### config.mk
export PLATFORM = sky130hd
export DESIGN_NAME = pipeline_hazard_controller
export DESIGN_NICKNAME = d
export VERILOG_FILES = /design/src/rtl/pipe_ctrl_pkg.sv /design/src/rtl/hazard_detect_unit.sv /design/src/rtl/pipeline_hazard_controller.sv
export SDC_FILE = /design/constraint.sdc
export NUM_CORES = 1
export LEC_CHECK = 0
export CORE_MARGIN = 1.5
export CORE_UTILIZATION = 47
export DETAILED_ROUTE_END_ITERATION = 7
export GPL_ROUTABILITY_DRIVEN = 0
export PLACE_DENSITY_LB_ADDON = 0.05
export SLEW_MARGIN = 15
export SYNTH_ARGS = -nofsm -noshare
export SYNTH_HDL_FRONTEND = slang
export SYNTH_HIERARCHICAL = 1
export SYNTH_SLANG_ARGS = --single-unit
### constraint.sdc
create_clock -name clk -period 3.7 [get_ports clk]
set_input_delay 1.11 -clock clk [delete_from_list [all_inputs] [get_ports clk]]
set_output_delay 1.11 -clock clk [all_outputs]
set_load 0.1 [all_outputs]
### src/rtl/pipe_ctrl_pkg.sv
// pipe_ctrl_pkg: shared state encoding and register constants for the pipeline hazard controller
package pipe_ctrl_pkg;
    localparam logic [1:0] ST_IDLE     = 2'd0;
    localparam logic [1:0] ST_MEM_WAIT = 2'd1;
    localparam logic [1:0] ST_ERROR    = 2'd2;
    localparam logic [4:0] REG_ZERO    = 5'd0;
    typedef enum logic [1:0] {
        IDLE     = ST_IDLE,
        MEM_WAIT = ST_MEM_WAIT,
        ERROR    = ST_ERROR
    } state_e;
endpackage

### src/rtl/hazard_detect_unit.sv
// hazard_detect_unit: combinational load-use hazard compare
// Ports: rs/rt = ID source regs, mem_read/write_reg = load in EX, load_use = hazard present
module hazard_detect_unit
    import pipe_ctrl_pkg::*;
(
    input  logic [4:0] rs,
    input  logic [4:0] rt,
    input  logic       mem_read,
    input  logic [4:0] write_reg,
    output logic       load_use
);
    // r0 is hardwired zero, so a load targeting it never creates a real dependency
    assign load_use = mem_read & (write_reg != REG_ZERO) & ((write_reg == rs) | (write_reg == rt));
endmodule

### src/rtl/pipeline_hazard_controller.sv
// pipeline_hazard_controller: 5-stage pipeline enables/flushes for load-use, branches and variable-latency memory
// Ports: hazard inputs from IF/ID, ID/EX, EX/MEM; mem_ready/mem_req handshake;
//        per-stage enables, flushes, MEM/WB bubble; sticky mem_error; saturating stall_cycles
module pipeline_hazard_controller
    import pipe_ctrl_pkg::*;
#(
    parameter int MEM_TIMEOUT = 64,
    parameter int CNT_W       = 16
) (
    input  logic             clk,
    input  logic             rst_n,
    input  logic [4:0]       IF_ID_Rs,
    input  logic [4:0]       IF_ID_Rt,
    input  logic             ID_EX_MemRead,
    input  logic [4:0]       ID_EX_WriteReg,
    input  logic             branch_taken,
    input  logic             EX_MEM_MemRead,
    input  logic             EX_MEM_MemWrite,
    input  logic             mem_ready,
    output logic             mem_req,
    output logic             PC_En,
    output logic             IF_ID_En,
    output logic             IF_ID_Flush,
    output logic             ID_EX_En,
    output logic             ID_EX_Flush,
    output logic             EX_MEM_En,
    output logic             MEM_WB_Bubble,
    output logic             mem_error,
    output logic [CNT_W-1:0] stall_cycles
);
    localparam int WW = $clog2(MEM_TIMEOUT + 1);

    state_e           state_q, state_d;
    logic [WW-1:0]    wait_cnt_q, wait_cnt_d;
    logic             mem_error_q, mem_error_d;
    logic [CNT_W-1:0] stall_q, stall_d;
    logic             load_use, mem_access, frozen, run;

    hazard_detect_unit u_hdu (
        .rs        (IF_ID_Rs),
        .rt        (IF_ID_Rt),
        .mem_read  (ID_EX_MemRead),
        .write_reg (ID_EX_WriteReg),
        .load_use  (load_use)
    );

    always_comb begin
        mem_access  = EX_MEM_MemRead | EX_MEM_MemWrite;
        // A zero-wait access (ready in the request cycle) never freezes
        frozen      = (state_q == ERROR) | (state_q == MEM_WAIT & ~mem_ready) | (state_q == IDLE & mem_access & ~mem_ready);
        run         = rst_n & ~frozen;
        state_d     = state_q;
        wait_cnt_d  = wait_cnt_q;
        mem_error_d = mem_error_q;
        case (state_q)
            IDLE: if (mem_access & ~mem_ready) begin
                state_d    = MEM_WAIT;
                wait_cnt_d = WW'(1);
            end
            MEM_WAIT: if (mem_ready) begin
                state_d    = IDLE;
                wait_cnt_d = '0;
            end else if (wait_cnt_q == WW'(MEM_TIMEOUT)) begin
                state_d     = ERROR;
                mem_error_d = 1'b1;
            end else begin
                wait_cnt_d = wait_cnt_q + WW'(1);
            end
            default: ;
        endcase
        mem_req       = rst_n & mem_access & (state_q != ERROR);
        // A taken branch squashes the dependent instruction, so load-use is moot
        PC_En         = run & (branch_taken | ~load_use);
        IF_ID_En      = run & (branch_taken | ~load_use);
        IF_ID_Flush   = run & branch_taken;
        ID_EX_En      = run;
        ID_EX_Flush   = run & (branch_taken | load_use);
        EX_MEM_En     = run;
        MEM_WB_Bubble = rst_n & frozen;
        stall_d       = (~PC_En & ~&stall_q) ? stall_q + CNT_W'(1) : stall_q;
    end

    always_ff @(posedge clk or negedge rst_n) begin
        if (!rst_n) begin
            state_q     <= IDLE;
            wait_cnt_q  <= '0;
            mem_error_q <= 1'b0;
            stall_q     <= '0;
        end else begin
            state_q     <= state_d;
            wait_cnt_q  <= wait_cnt_d;
            mem_error_q <= mem_error_d;
            stall_q     <= stall_d;
        end
    end

    assign mem_error    = mem_error_q;
    assign stall_cycles = stall_q;
endmodule
* After elaboration in Yosys (flattened, before gate mapping)
Cells that the tools add are included.
** Storage, ports and cells
- Bits in registers :: 26
- Bits of input ports :: 22
- Output and inout bits :: 25
- Logic and storage cells :: 55
** Operators by class
- $add $sub $neg :: 2
- Equality and inequality tests :: 9
- Multiplexer cells :: 8
- Bitwise operators :: 24
- Reductions and logical operators :: 8
** Operators by type and width (number)
- 2-to-1 mux 7 bit :: 3
- adder 16 x 1 -> 16 bit, second input constant :: 1
- AND reduction 16 bit :: 1
- bitwise AND 1 bit :: 14
- one-hot mux 7 bit (2 select lines) :: 1
- equality test 5 bit :: 2
- AND reduction 3 bit :: 3
- adder 7 x 1 -> 7 bit, second input constant :: 1
- equality test 7 bit, second input constant :: 1
- 2-to-1 mux 2 bit :: 3
- OR 1 bit :: 6
- nonzero test 5 bit :: 1
- inverter 1 bit :: 4
- one-hot mux 2 bit (2 select lines) :: 1
- inequality test 3 x 2 -> 1 bit, second input constant :: 1
- inequality test 3 bit, second input constant :: 1
- equality test 2 x 1 -> 1 bit, second input constant :: 1
- equality test 2 bit, second input constant :: 1
- logical NOT 2 bit :: 1
- inequality test 2 x 1 -> 1 bit, second input constant :: 1
- inequality test 2 bit, second input constant :: 1
- nonzero test 2 bit :: 1
- logical NOT 1 bit :: 1

* Depth between registers and ports, before layout
Gate-level depths: netlist of run 1.
- Depth after elaboration :: 9
- Depth in mapped cells :: 8
- Gate-level depth less buffers :: 7

* Cells and area by module
Netlist of run 1, hierarchy kept.
** By module, submodules not included
- pipeline_hazard_controller :: times used 1, cells each 149, area each 1505.2 um^2, sequential area each 650.6 um^2
- hazard_detect_unit :: times used 1, cells each 17, area each 125.1 um^2, sequential area each 0.0 um^2

* Worst setup path before layout of run 1
OpenSTA, ideal clock, no wires.
- Path type :: input to output
- Start point :: input EX_MEM_MemWrite
- End point :: output IF_ID_Flush
- Arrival :: 4161 ps
- Required time :: 2590 ps
- Slack :: -1571 ps
- Stages on the path :: 3
- Buffers on the path :: 0
- Path through :: or4_4 > a21oi_1 > and2_1
** Between the ends
- Longest elaborated chain between the ends :: 7
** Ends and longest elaborated chain
- start, declared :: RTL line pipeline_hazard_controller.sv:18 : input logic EX_MEM_MemWrite,
- OR 1 bit :: RTL line pipeline_hazard_controller.sv:48 : mem_access = EX_MEM_MemRead | EX_MEM_MemWrite;
- bitwise AND 1 bit (2 in a row) :: RTL line pipeline_hazard_controller.sv:50 : frozen = (state_q == ERROR) | (state_q == MEM_WAIT & ~mem_ready) | (state_q == IDLE & mem_access & ~mem_ready) ...
- OR 1 bit :: RTL line pipeline_hazard_controller.sv:50
- inverter 1 bit :: RTL line pipeline_hazard_controller.sv:51 : run = rst_n & ~frozen;
- bitwise AND 1 bit :: RTL line pipeline_hazard_controller.sv:51
- via EX_MEM_En :: RTL line pipeline_hazard_controller.sv:26 : output logic EX_MEM_En,
- bitwise AND 1 bit :: RTL line pipeline_hazard_controller.sv:75 : IF_ID_Flush = run & branch_taken;
- end, declared :: RTL line pipeline_hazard_controller.sv:23 : output logic IF_ID_Flush,
The timed path passes the listed nets, and every way through them passes these cells.

* Worst setup path after layout of run 1
- Start point :: input ID_EX_WriteReg[4]
- End point :: output PC_En
** Between the ends
- Longest elaborated chain between the ends :: 6
- Elaborated cells on any way between the ends :: 9
- Those cells by class :: 2 x eq/ne; 6 x bitwise; 1 x reduce/logical
** Ends and longest elaborated chain
- start, declared :: RTL line pipeline_hazard_controller.sv:15 : input logic [4:0] ID_EX_WriteReg,
- equality test 5 bit or nonzero test 5 bit (tied branches) :: RTL line hazard_detect_unit.sv:13 : assign load_use = mem_read & (write_reg != REG_ZERO) & ((write_reg == rs) | (write_reg == rt));
- OR 1 bit or bitwise AND 1 bit (tied branches) :: RTL line hazard_detect_unit.sv:13
- bitwise AND 1 bit * :: RTL line hazard_detect_unit.sv:13
- via load_use :: RTL line pipeline_hazard_controller.sv:37 : logic load_use, mem_access, frozen, run;
- inverter 1 bit * :: RTL line pipeline_hazard_controller.sv:73 : PC_En = run & (branch_taken | ~load_use);
- OR 1 bit * :: RTL line pipeline_hazard_controller.sv:73
- bitwise AND 1 bit * :: RTL line pipeline_hazard_controller.sv:73
- end, declared :: RTL line pipeline_hazard_controller.sv:21 : output logic PC_En,
The timed path passes the listed nets; every way through them passes the cells marked *.

==> flow_summary.yaml, run 1 <==
detailed_routing:
  drt_iter0_markers: 51
  ant_nets: 0
  wl_per_cell_um: 14.8
  drcViolationCount: 0
  firstDrtPassIters: 4
  vias: 1476
  wirelength_um: 3970
  vias_per_cell: 5.51
grt:
  antenna_found_initial: 0
  grt_max_degree: 27
  gr-usage-all-layers_pct: 22.0
  gr-total-overflow: 0
  first_global_vias: 1407
  grt_pass1_wl_um: 6230
synth:
  synth_top_area_share_pct: 39.9
  synthesis.area_um2: 1630
  yosysTopAreaCell: "dfrtp_1"
  syn-instance-count: 166
  yosys-top-cells-area: "dfrtp_1 (40%), xor2_1 (10%), mux2i_1 (3.7%), nand3_1 (3.4%), xnor2_1 (3.2%)"
  ys.flop_type: "dfrtp_1"
  syn_area_per_cell_um2: 9.82
  ys_ff_latch: 26
  synth_fp_nets: 191
  synthArstFlopShare_pct: 100
  yosysUniqueCellTypes: 39
  ys_seq_area_share_pct: 39.9
  ys_warn_count: 6
  synth_edf_count: 0
worst_setup_path:
  end_kind: "output pin"
  cp.arrival_ns: 2.56
  crit_required_ns: 2.59
  path_class: "in2out"
  reg2reg_depth: 6
  reg2reg_to: "stall_cycles[1]"
  startpoint_type: "input port"
  worstReg2RegStart: "state_q[1]"
  crit_path_max_fanout: 3
  r2r_setup_slack_ns: 1.28
  startpoint: "ID_EX_WriteReg[4]"
  endpoint: "PC_En"
timing:
  rsz0062_at_grt: "yes"
  skew_ns: 0.00168
  relSlewSlack_pct: 56.4
  hold_violations: 0
  drv_slew: 0
  finalSetupViolations: 0
  post-route-period-util_pct: 99.3
  period_needed_ns: 3.67
  tightest_slew_ns: 0.648
  fin_tns_setup_ns: 0
  fmax_mhz: 272
pwr:
  p_leak_nw: 1.03
  peakVddDrop_uv: 273
  power.density_nw_per_um2: 557
  power_mw: 1.29
floorplan:
  die_h_um: 61.9
  chipWidth_um: 61.9
  initial_core_util_pct: 48.9
  core_area_um2: 3340
  pin_count: 47
  die-area_um2: 3830
  rows: 21
final_layout:
  area_growth_pct: 42.1
  drive_above_1_share_pct: 26.6
  antenna_cells: 0
  design_area_um2: 2320
  nNetsFinal: 248
job:
  drv_cap: 0
outcome:
  outcome: "completed"
placement:
  placement.io_buffers: 46
  post_dp_cell_area_um2: 2250
  dp_hpwl_um: 3000
clock_tree:
  cts_buffers: 3
  clkTransAtPathRegs_ns: 0.14
  cts.sinks: 26
  cts_max_level: 1
  clock_latency_ns: 0.33
  cts_max_path_buffers: 2
  cts_tree: "built"
  clockRootBuffer: "clkbuf_4"
min_path:
  hold_path_class: "reg2reg"
[metrics by stage]
stage | worst slack, ns | hold slack, ns | instances | utilization [%]
2_1_floorplan | -0.182 | 0.523 | 166 | -
3_3_place_gp | -0.404 | 0.457 | 263 | 67.6
3_5_place_dp | -0.432 | 0.470 | 263 | 67.6
4_1_cts | 0.00490 | 0.500 | 268 | 69.1
5_1_grt | -0.0268 | 0.517 | 268 | 69.4
6_report | 0.0272 | 0.495 | 268 | 69.4
[metal layers]
metal / global-route usage [%] / wire (um)
met4: 6.69 / 48
met1: 29.0 / 1810
met2: 37.9 / 1880
met5: 0 / 0
met3: 2.90 / 230
[cell type report]
type,instances,area (um^2)
Sequential cell,26,651
Multi-Input combinational cell,126,948
Inverter,8,30.0
Tap cell,46,57.6
Clock inverter,1,30.0
Timing Repair Buffer,58,577
Fill cell,260,1020
Clock buffer,3,22.5
[cell usage after synthesis (all sizes together), types with 6 or more instances]
| master | instances |
|---|---|
| xor2 | 19 |
| nand2 | 7 |
| nand3 | 11 |
| o21ai | 8 |
| inv | 8 |
| xnor2 | 6 |
| nor4 | 6 |
| a21oi | 7 |
| dfrtp | 26 |
| mux2i | 6 |
| nor3 | 6 |
[worst min-delay path by stage]
stage | startpoint | to | cells after the start
6_report | mem_error | mem_error | 1
5_1_grt | stall_cycles[11] | stall_cycles[11] | 1
4_1_cts | mem_error | mem_error | 1
3_5_place_dp | mem_error | mem_error | 1
3_3_place_gp | mem_error | mem_error | 1
2_1_floorplan | wait_cnt_q[6] | wait_cnt_q[6] | 2
[state kept, by name (all words and copies together) (netlist names)]
| signal | count |
|---|---|
| mem_error | 1 |
| state_q | 2 |
| stall_cycles | 16 |
| wait_cnt_q | 7 |
[worst max-delay path, stage by stage]
cell and delay, ns:
buf_6 0.09, or4_4 0.52, o21ai_2 0.14, a21oi_2 0.07, a221oi_4 0.29, buf_6 0.16
buf_12 0.17
[cells by family (layout without fill, tap and decap cells)]
| family | after synthesis | in the layout | synth area share [%] |
|---|---|---|---|
| XOR/XNOR | 25 | 25 | 13.4 |
| flip-flops | 26 | 26 | 39.9 |
| adder cells (fa/ha/maj) | 3 | 3 | 2.30 |
| AND/OR/NAND/NOR | 61 | 61 | 22.3 |
| multiplexers | 8 | 8 | 5.07 |
| AO/OA/AOI/OAI | 29 | 29 | 12.4 |
| buffers and inverters | 14 | 70 | 4.60 |
[layout by cell type, fill, tap and decap left out, drive strengths merged, types with 3 or more instances in the layout]
master	netlist	routed
buf	4	40
dfrtp	26	26
xor2	19	19
nand3	11	11
inv	8	8
dlygate4sd2	0	8
clkdlybuf4s50	0	8
o21ai	8	8
nand2	7	7
a21oi	7	7
mux2i	6	6
nor4	6	6
xnor2	6	6
nor3	6	6
nand4	5	5
and4	5	5
o21bai	5	5
nor2	5	5
clkbuf	2	4
ha	3	3
[report_power, final]
group          internal [mW]  switching [mW]  total, mW
clock network          0.110          0.0900      0.200
logic                  0.166           0.507      0.672
registers              0.336          0.0814      0.417
[repair_timing]
action / in CTS / in global routing
resized for setup: 26 / 4
pin swaps: 12 / 4
setup endpoints to repair: 6 / 3
hold buffers: 0 / 0
setup buffers: 1 / 0
Note: power is estimated with default switching activity, not from simulation.
==> run 2: changes to the inputs <==
--- a/config.mk
+++ b/config.mk
@@ -5,8 +5,11 @@
 export SDC_FILE = /design/constraint.sdc
 export NUM_CORES = 1
 export LEC_CHECK = 0
+export ABC_AREA = 1
+export ABC_CLOCK_PERIOD_IN_PS = 3700
 export CORE_MARGIN = 1.5
-export CORE_UTILIZATION = 47
+export CORE_UTILIZATION = 49
+export CTS_CLUSTER_DIAMETER = 60
 export DETAILED_ROUTE_END_ITERATION = 7
 export GPL_ROUTABILITY_DRIVEN = 0
 export PLACE_DENSITY_LB_ADDON = 0.05
==> run 2 against run 1 <==
Fmax increased by 1.8%. Setup slack improved by 0.066 ns. Clock-buffer cell count increased by 1. First-iteration DRC count increased by 130%. Cell area increased by 9.8%. Synthesized cell count increased by 77%. Via count increased by 32%. Routed wire length increased by 10%. Global-route usage increased by 0.53 points. Largest cell class unchanged. Combinational power decreased by 42%. Clock skew increased by 0.0046 ns.
==> flow_summary.yaml, run 2 <==
floorplan:
  die-area_um2: 4250
  core_area_um2: 3690
  rows: 22
  chipWidth_um: 65.2
  pin_count: 47
  die_h_um: 65.2
  initial_core_util_pct: 51.4
timing:
  tightest_slew_ns: 0.350
  relSlewSlack_pct: 76.7
  skew_ns: 0.00624
  setup_slack_ns: 0.0930
  fmax_mhz: 277
  drv_slew: 0
  fin_tns_setup_ns: 0
  period_needed_ns: 3.61
  hold_violations: 0
  rsz0062_at_grt: "no"
  post-route-period-util_pct: 97.5
  finalSetupViolations: 0
clock_tree:
  cts_buffers: 3
  cts_max_level: 1
  cts.sinks: 26
  clockRootBuffer: "clkbuf_8"
  cts_tree: "built"
  cts_hold_buf: 0
  cts_max_path_buffers: 2
  clock_latency_ns: 0.27
  clkTransAtPathRegs_ns: 0.09
detailed_routing:
  drt_iter0_markers: 118
  vias: 1954
  drcViolationCount: 0
  vias_per_cell: 4.97
  firstDrtPassIters: 4
  wl_per_cell_um: 11.1
  ant_nets: 0
  wirelength_um: 4380
worst_setup_path:
  cp_slowest_stage_delay_ns: 0.47
  startpoint_type: "input port"
  path_class: "in2out"
  end_kind: "output pin"
  crit_path_max_fanout: 2
  critPathSlowestCell: "clkdlybuf4s50_1"
  reg2reg_depth: 7
  worstReg2RegStart: "stall_cycles[0]"
  cp_cell_sequence: "clkdlybuf4s50_1, xnor2_1, nand3_1, a21oi_2, nand2_2, nand3_4, clkinvlp_4, buf_12"
  crit_required_ns: 2.59
  reg2reg_to: "stall_cycles[13]"
  cp.arrival_ns: 2.50
  r2r_setup_slack_ns: 1.93
synth:
  yosysUniqueCellTypes: 25
  ys_warn_count: 6
  synth_edf_count: 0
  syn-instance-count: 294
  ys_ff_latch: 26
  synth_compound_area_share_pct: 4.02
  yosys.area_share.adder_pct: 1.98
  synthSimpleGateAreaFrac_pct: 44.9
  synth-xor-area-share_pct: 4.16
  muxShareOfSynthArea_pct: 0
  synthesis.area_um2: 1900
  synth_top_family_by_area: "simple AND/OR/NAND/NOR gates"
  ys.flop_type: "dfrtp_1"
  synth_top_area_share_pct: 34.3
  synth_fp_nets: 319
  yosysTopAreaCell: "dfrtp_1"
  yosys-top-cells-area: "dfrtp_1 (34%), nand2_1 (22%), inv_1 (7.9%), nand3_1 (7.9%), nor2_1 (6.3%)"
  syn_area_per_cell_um2: 6.45
  synthArstFlopShare_pct: 100
  synth_common_cells: "nand2_1 (111), inv_1 (40), nor2_1 (32)"
  ys_seq_area_share_pct: 34.3
  yosysMostFrequentCell: "nand2_1"
pwr:
  swShare_pct: 45.1
  cell_internal_pwr_uw: 510
  p_sw_uw: 420
  pwr-share-clk_pct: 20.4
  power.density_nw_per_um2: 366
  p_leak_nw: 1.30
  combPwrFrac_pct: 42.3
  power_uw: 930
  seqPwrFrac_pct: 37.3
  peakVddDrop_uv: 259
placement:
  dp_hpwl_um: 3440
  dp_cells: 389
  placement.io_buffers: 46
  post-place-ws_ns: -0.140
min_path:
  holdPathEnd: "mem_error"
  hold_path_depth: 1
  hold_path_class: "reg2reg"
  hp-start: "mem_error"
final_layout:
  drive_above_1_share_pct: 16.5
  nNetsFinal: 371
  fin_cells: 393
  largest_register_ffs: 16
  area_growth_pct: 34.0
  layout_commonest_cell: "nand2_1"
  layout_common_cells: "nand2_1 (108), inv_1 (38), nand3_1 (30), nor2_1 (29), dfrtp_1 (26)"
  antenna_cells: 0
grt:
  first_global_vias: 1855
  gr-usage-all-layers_pct: 22.6
  grt_pass1_wl_um: 7740
  antenna_found_initial: 0
  grt_max_degree: 20
  gr-total-overflow: 0
outcome:
  outcome: "completed"
job:
  drv_cap: 0
run 2: cell types whose count changed after synthesis, moves of 15 or more:
cell,delta
nand2_1,+104
inv_1,+32
nor2_1,+27
nand3_1,+19
xor2_1,-15
run 2: worst max-delay path by stage:
stage                 startpoint        to  slack (ns)  cells past startpoint
6_report             IF_ID_Rt[3]     PC_En        0.09                      8
4_1_cts              IF_ID_Rt[3]     PC_En        0.05                      8
2_1_floorplan        IF_ID_Rs[2]     PC_En       -0.25                     11
3_3_place_gp   ID_EX_WriteReg[4]  IF_ID_En       -0.08                     11
3_5_place_dp   ID_EX_WriteReg[2]     PC_En       -0.14                     11
5_1_grt              IF_ID_Rt[3]  IF_ID_En       0.002                      8
run 2: area by class of cell:
| class | instances | area, um^2 |
|---|---|---|
| fillers | 341 | 1150 |
| multi-input cells | 219 | 1070 |
| flip-flops and latches | 26 | 651 |
| repair buffers | 52 | 539 |
| inverters | 44 | 169 |
| well taps | 48 | 60.1 |
| clock buffers | 4 | 55.1 |
run 2: through the flow:
step	area, um^2	hold WS, ns	utilization [%]
finish	2540	0.486	68.9
global route	2540	0.497	68.9
CTS	2530	0.486	68.6
detailed placement	2490	0.456	67.5
global placement	2490	0.461	67.5
floorplan	1910	0.494	-
run 2: cells by family after synthesis:
| family | Yosys count |
|---|---|
| compound gates | 14 |
| xor+xnor | 9 |
| fa+ha+maj | 3 |
| buf+inv | 49 |
| flops | 26 |
| simple gates | 193 |
run 2: what timing repair did:
| item | in CTS | in global routing |
|---|---|---|
| setup buffers | 0 | 0 |
| endpoints found under the setup margin | 3 | 6 |
| pin swaps | 9 | 0 |
| gates cloned | 0 | 0 |
| gates resized for setup | 13 | 5 |
run 2: per-layer routing:
layer	vias to the layer above	part of all wire, %	global-route usage [%]	wire, um
met5	-	0	0	0
met3	4	3.8	2.74	166
li1	1016	-	-	-
met4	0	1.0	7.03	44
met2	44	52	42.1	2260
met1	890	44	26.7	1910
run 2: power groups by stage:
| stage | sequential, mW | combinational, mW | clock, mW |
|---|---|---|---|
| 6_report | 0.347 | 0.393 | 0.189 |
| 3_5_place_dp | 0.353 | 0.399 | 0 |
| 5_1_grt | 0.351 | 0.415 | 0.205 |
| 2_1_floorplan | 0.512 | 0.120 | 0 |
| 3_3_place_gp | 0.352 | 0.394 | 0 |
| 4_1_cts | 0.347 | 0.394 | 0.194 |
run 2: worst max-delay path: cells and delay by family:
| family | cells | cell delay, ns |
|---|---|---|
| xor+xnor | 1 | 0.11 |
| compound gates | 1 | 0.18 |
| buf+inv | 3 | 0.80 |
| simple gates | 3 | 0.29 |
==> RTL edit: new RTL, flow settings as in run 2 <==
Change the parameter `CNT_W` from 16 to 32.
--- a/src/rtl/pipeline_hazard_controller.sv
+++ b/src/rtl/pipeline_hazard_controller.sv
@@ -5,7 +5,7 @@
     import pipe_ctrl_pkg::*;
 #(
     parameter int MEM_TIMEOUT = 64,
-    parameter int CNT_W       = 16
+    parameter int CNT_W       = 32
 ) (
     input  logic             clk,
     input  logic             rst_n,
Ports: changed (resized stall_cycles); port bits go from 47 to 63. No check against the original RTL was run, so the function may have changed too.
==> RTL edit against run 2 <==
Area after synthesis grew 58%. Final area up 49%. Total power increased by 37%. Critical path depth is the same. Core utilization down 4.9 points. Largest power group is now registers. Sequential cell count up 16. Combinational power is essentially flat. Sequential power grew 48%. Worst setup slack got worse by 0.0078 ns. Cell count rose by 57%. Routed wire length up 60%.
==> RTL edit: results (changes against run 2) <==
syn-num-nets: 500  # +57%
holdPathStages: 2  # +1
synth.avg_cell_area_um2: 6.31  # -2.3%
use_met1: 0.288  # +0.0205
grt_start_max_net_pins: 43  # +110%
m1WireLength_um: 3280  # +71%
drt-total-wl_um: 6990  # +60%
use_met3: 0.0393  # +0.0119
drt_first_pass_iters: 4  # unchanged
drt_iter0_markers: 132  # +12%
vias: 3023  # +55%
synth_edf_count: 0  # unchanged
largest_register_ffs: 32  # +16
grt_util_all_layers: 0.232  # +0.00629
r2r_setup_slack_ns: 1.71  # -0.22 ns
ir_worst_vdd_uv: 493  # +91%
leakage_nw: 1.98  # +52%
wl_per_cell_um: 11.4  # +1.9%
synth_adder_area_share: 0.0125  # -0.00726
hp-class: "reg -> reg"
met3WireLength_um: 329  # +98%
synthXorXnorAreaFrac: 0.0497  # +0.00815
clkTransAtPathRegs_ns: 0.07  # -0.02 ns
dpl_cell_area_um2: 3670  # +47%
yosysSeqAreaShare: 0.351  # +0.00787
post-place-ws_ns: -0.0988  # +0.0409 ns
critPathMaxStageDelay_ns: 0.50  # +0.03 ns
synth-compound-area-share: 0.0430  # +0.00279
critPathLaunch: "IF_ID_Rs[4]"
grt_pass1_vias: 2769  # +49%
nNetsFinal: 565  # +52%
hold_slack_ns: 0.476  # -0.0103 ns
synth_async_sr_flop_share: 1.00  # unchanged
crit_path_end: "PC_En"
cp_slowest_cell: "clkdlybuf4s50_1"
met2_length_um: 3250  # +44%
synth_common_cells: "nand2_1 (222), nor2_1 (57), inv_1 (49), dfrtp_1 (42), o21ai_0 (19)"
cts_buffers: 5  # +2
hpwl_um: 5260  # +53%
ctsResizeCount: 6  # -7
relSlewSlack: 0.628  # -0.138
yosysTopAreaCellShare: 0.351  # +0.00787
grt_pass1_wl_um: 12000  # +55%
clock_latency_ns: 0.30  # +0.03 ns
start_kind: "input pin"
htree_levels: 2  # +1
muxShareOfSynthArea: 0  # unchanged
rr_endpoint: "stall_cycles[5]"
n_fill_cell: 563  # +65%
hold-path-endpoint: "mem_error"
placed_cells: 608  # +56%
min_period_ns: 3.61  # +0.00775 ns
numPortBuffers: 62  # +35%
netSwitchingFraction: 0.385  # -0.0665
status: "complete, no violations"
rr_worst_depth: 9  # +2
met2_usage: 0.405  # -0.0159
skew_ns: 0.0126  # +0.00634 ns
ys_top_cells_by_area: "dfrtp_1 (35%), nand2_1 (28%), nor2_1 (7.1%)"
drive_gt1_frac: 0.153  # -0.0118
[RTL edit: area by class of cell]
type	instances	area, um2	area share
clock inverter	3	40.0	0.0106
clock buffer	5	68.8	0.0181
inverter	54	206	0.0544
timing repair buffer	66	654	0.172
multi-input combinational	371	1680	0.443
tap	75	93.8	0.0247
sequential	42	1050	0.277
[RTL edit: worst reg2reg max path, stage by stage (launching register included)]
cell and delay [ns]:
dfrtp_1 0.43, ha_1 0.23, nand2_2 0.08, nor2_4 0.17, nand2_4 0.11, nor2_4 0.15
nand2_1 0.08, nand2_2 0.08, buf_4 0.38, o21ai_0 0.15
[RTL edit: power groups by stage]
| stage | combinational, mW | sequential (mW) | clock, mW |
|---|---|---|---|
| after floorplan | 0.131 | 0.679 | 0 |
| after global placement | 0.393 | 0.522 | 0 |
| after detailed placement | 0.397 | 0.523 | 0 |
| after CTS | 0.396 | 0.514 | 0.373 |
| after global routing | 0.416 | 0.519 | 0.389 |
| final | 0.392 | 0.514 | 0.365 |
